--- config.mk ---
export PLATFORM = sky130hd
export DESIGN_NAME = filter_mac_5x5
export DESIGN_NICKNAME = d
export VERILOG_FILES = /design/src/rtl/filter_mac_5x5.sv
export SDC_FILE = /design/constraint.sdc
export NUM_CORES = 2
export LEC_CHECK = 0
export CAP_MARGIN = 10
export CORE_AREA = 3 3 322 324
export CTS_CLUSTER_SIZE = 24
export DETAILED_ROUTE_END_ITERATION = 16
export DIE_AREA = 0 0 325 327
export GPL_ROUTABILITY_DRIVEN = 0
export PLACE_DENSITY_LB_ADDON = 0.15
export SLEW_MARGIN = 40
export SYNTH_ARGS = -nofsm -noshare
export SYNTH_HDL_FRONTEND = slang
export SYNTH_SLANG_ARGS = --single-unit
--- constraint.sdc ---
create_clock -name clk -period 23.7 [get_ports clk]
set_input_delay 3.555 -clock clk [delete_from_list [all_inputs] [get_ports clk]]
set_output_delay 3.555 -clock clk [all_outputs]
set_load 0.03 [all_outputs]
--- src/rtl/filter_mac_5x5.sv ---
// Sequential 5x5 signed fixed-point MAC: snapshots filter and window on start, one product per clock.
// Optional macro FILTER_MAC_RELU_EN clamps negative results to zero in the output stage.
module filter_mac_5x5 #(
  parameter int FRAC_BITS = 8,
  parameter int ACC_W     = 40
) (
  input  logic                    clk,
  input  logic                    rst,
  input  logic                    start,
  input  logic [4:0][4:0][15:0]   filter,
  input  logic [4:0][4:0][15:0]   window,
  output logic signed [15:0]      result,
  output logic                    done,
  output logic                    busy
);

  localparam logic [1:0] IDLE   = 2'd0;
  localparam logic [1:0] MAC    = 2'd1;
  localparam logic [1:0] FINISH = 2'd2;

  localparam logic signed [ACC_W-1:0] SAT_MAX = {{(ACC_W-16){1'b0}}, 16'h7fff};
  localparam logic signed [ACC_W-1:0] SAT_MIN = {{(ACC_W-16){1'b1}}, 16'h8000};

  logic [1:0]               state;
  logic [2:0]               row;
  logic [2:0]               col;
  logic signed [ACC_W-1:0]  acc;
  logic [4:0][4:0][15:0]    f_reg;
  logic [4:0][4:0][15:0]    w_reg;

  logic signed [31:0]       prod;
  logic signed [ACC_W-1:0]  shifted;
  logic signed [15:0]       sat_val;
  logic signed [15:0]       out_val;

  assign prod    = $signed(f_reg[row][col]) * $signed(w_reg[row][col]);
  assign shifted = acc >>> FRAC_BITS;

  always_comb begin
    sat_val = shifted[15:0];
    if (shifted > SAT_MAX)
      sat_val = 16'sh7fff;
    else if (shifted < SAT_MIN)
      sat_val = -16'sh8000;
  end

`ifdef FILTER_MAC_RELU_EN
  assign out_val = sat_val[15] ? 16'sd0 : sat_val;
`else
  assign out_val = sat_val;
`endif

  // Operand copies need no reset; they are always reloaded before use.
  always_ff @(posedge clk) begin
    if (state == IDLE && start) begin
      f_reg <= filter;
      w_reg <= window;
    end
  end

  always_ff @(posedge clk or posedge rst) begin
    if (rst) begin
      state  <= IDLE;
      result <= 16'sd0;
      done   <= 1'b0;
      busy   <= 1'b0;
      acc    <= '0;
      row    <= 3'd0;
      col    <= 3'd0;
    end else begin
      done <= 1'b0;
      case (state)
        IDLE: begin
          if (start) begin
            acc   <= '0;
            row   <= 3'd0;
            col   <= 3'd0;
            busy  <= 1'b1;
            state <= MAC;
          end
        end
        MAC: begin
          acc <= acc + {{(ACC_W-32){prod[31]}}, prod};
          // Row-major walk; the last tap moves straight to the output stage.
          if (col == 3'd4) begin
            col <= 3'd0;
            if (row == 3'd4)
              state <= FINISH;
            else
              row <= row + 3'd1;
          end else begin
            col <= col + 3'd1;
          end
        end
        FINISH: begin
          result <= out_val;
          done   <= 1'b1;
          busy   <= 1'b0;
          state  <= IDLE;
        end
        default: begin
          state <= IDLE;
          busy  <= 1'b0;
        end
      endcase
    end
  end

endmodule
==> out/metrics.cfg <==
[run_status]
status=complete, no violations

[critical_path]
criticalPathCategory=flip-flop to flip-flop
slowest_delay_ns=0.73
worstPathArrival_ns=12.71
slowest_stage=dfrtp_4
required_ns=24.26
setup.worst_path.end_class=flip-flop
cp_common_cell=fa_1
cp_max_fo=31
startpoint_type=flip-flop

[routing]
wl_per_cell_um=29.5
final_antenna_net_count=0
routed_wirelength_um=155000
vias=28963
vias_per_cell=5.51
drt_pass1_iterations=5
drc=0
drt-initial-drc-count=2994

[placement]
place_hpwl_um=124000
dpl-instance-area_um2=54400
port_buffers=820

[finish]
fin_nets=4970
fin_util=0.568
final_cell_mix=820 x clkdlybuf4s50_1, 800 x edfxtp_1, 314 x inv_1, 263 x fa_1, 219 x nand2_1
fillCellCount=8219
stdcell_area_um2=57700
regArea_um2=25700
drive_gt1_frac=0.109
multiInputGateArea_um2=17200
syn2layout_area_growth_pct=28.9
layout_commonest_cell=clkdlybuf4s50_1

[floorplan]
dieArea_um2=106000
initial_core_util=0.441
coreArea_um2=101000
ioPinCount=821
die_h_um=327
die_w_um=325
num_rows=117

[synthesis]
synth_cell_types=69
seq_area_frac_synth=0.574
synth.avg_cell_area_um2=15.2
synth_area_um2=44700
synth_edf_count=800
synthCells=2949
yosysWarnings=0
synth-seq-cells=866
synthArstFlopShare=0.0762
synth_nets=4142
synth_ff_type=edfxtp_1

[timing]
max_freq_mhz=82.3
finalSetupViolations=0
clock_skew_ns=0.0631
finalCritPeriodShare=0.513
drv_slew=0
finalCriticalPeriod_ns=12.16
max-slew-margin-rel=0.413
hold_violations=0
finalSetupTns_ns=0
rsz0062_at_grt=false
tightestPinTransition_ns=0.881

[global_route]
grt_max_degree=155
antenna_found_initial=60
grt_pass1_vias=29328
grt-ovfl-total=0
grt_usage=0.290
grt_pass1_wl_um=216000

[clocking]
htreeDepth=3
cts_buffers=93
cts_buffer_depth=3
clk_latency_ns=0.70
clk_pin_slew_ns=0.06
cts-root-buf=clkbuf_16
cts_tree=yes
cts_setup_buffers=0
cts_resized=0
cts_hold_buf=0
cts.sinks=866

[hold_path]
hp-class=flip-flop to flip-flop

[flow_run]
maxCapViolCount=0

critical path: cells and delay by family, from the launching register on:
family / cells / cell delay, ns
buffers and inverters: 6 / 1.44
xor gates and xnor gates: 2 / 0.33
muxes: 1 / 0.59
and+or+nand+nor: 5 / 0.62
adders and majority gates: 8 / 3.70
AOI/OAI and AO/OA: 18 / 4.51
DFF: 1 / 0.73
synth_stat cells (6+ instances only):
cell type	count	area share
a21o_1	37	0.0062
a21oi_1	119	0.013
a22oi_1	32	0.0054
and3_1	7	0.00098
buf_2	51	0.0057
buf_4	16	0.0027
buf_6	9	0.0023
clkbuf_1	46	0.0039
dfrtp_1	66	0.037
edfxtp_1	800	0.54
fa_1	263	0.12
ha_1	127	0.036
inv_1	317	0.027
inv_2	6	0.00050
mux2i_1	33	0.0074
mux4_2	192	0.097
nand2_1	220	0.018
nand2b_1	34	0.0048
nand3_1	11	0.0012
nand4_1	12	0.0017
nor2_1	196	0.016
nor2b_1	13	0.0018
nor3_1	6	0.00067
o21a_1	10	0.0017
o21ai_0	71	0.0079
o21ai_1	16	0.0018
o21bai_1	9	0.0015
o22a_1	57	0.011
o22ai_1	9	0.0013
o22ai_2	6	0.0017
or2_2	10	0.0014
xnor2_1	49	0.0096
xor2_1	22	0.0043
logic make-up after synthesis:
group | Yosys count | share of synthesized area
adder cells (fa/ha/maj) | 390 | 0.153
buffers and inverters | 450 | 0.0421
XOR/XNOR | 72 | 0.0143
flip-flops | 866 | 0.574
AND/OR/NAND/NOR | 536 | 0.0517
AO/OA/AOI/OAI | 410 | 0.0606
multiplexers | 225 | 0.104
stage by stage:
step                      hold slack, ns  instances  worst slack [ns]
after global placement             0.466       5043             11.70
after CTS                          0.490       5222             11.52
after floorplan                    0.456       2949              3.46
after global routing               0.514       5244             10.85
after detailed placement           0.476       5047             11.54
final                              0.481       5258             11.54
cell type report:
class | count | share of cell area
Clock buffer | 120 | 0.0432
Antenna cell | 33 | 0.00143
Clock inverter | 55 | 0.00994
Timing Repair Buffer | 860 | 0.150
Sequential cell | 866 | 0.446
Inverter | 323 | 0.0212
Multi-Input combinational cell | 1633 | 0.299
Tap cell | 1368 | 0.0297
worst paths after layout:
check	depth (start not counted)	from	to	slack [ns]
min reg2reg	2	result[9]	result[9]	0.48
max reg2reg	40	row[0]	acc[30]	11.54
max	40	row[0]	acc[30]	11.54
min	2	result[9]	result[9]	0.48
max in group asynchronous	3	rst	col[0]	19.80
min in group asynchronous	3	rst	result[2]	3.35
layer usage:
layer / share of wire / global-route usage / vias to the layer above / wire (um)
met5: 0.0012 / 0 / - / 184
met4: 0.032 / 0.0888 / 28 / 5040
met3: 0.10 / 0.0843 / 275 / 16000
met2: 0.49 / 0.474 / 1431 / 75400
met1: 0.38 / 0.376 / 14811 / 58700
li1: - / - / 12418 / -
Power is left out: the tool's default activity adds up to more than one toggle a clock period on the data nets, which glitch-free logic cannot reach.
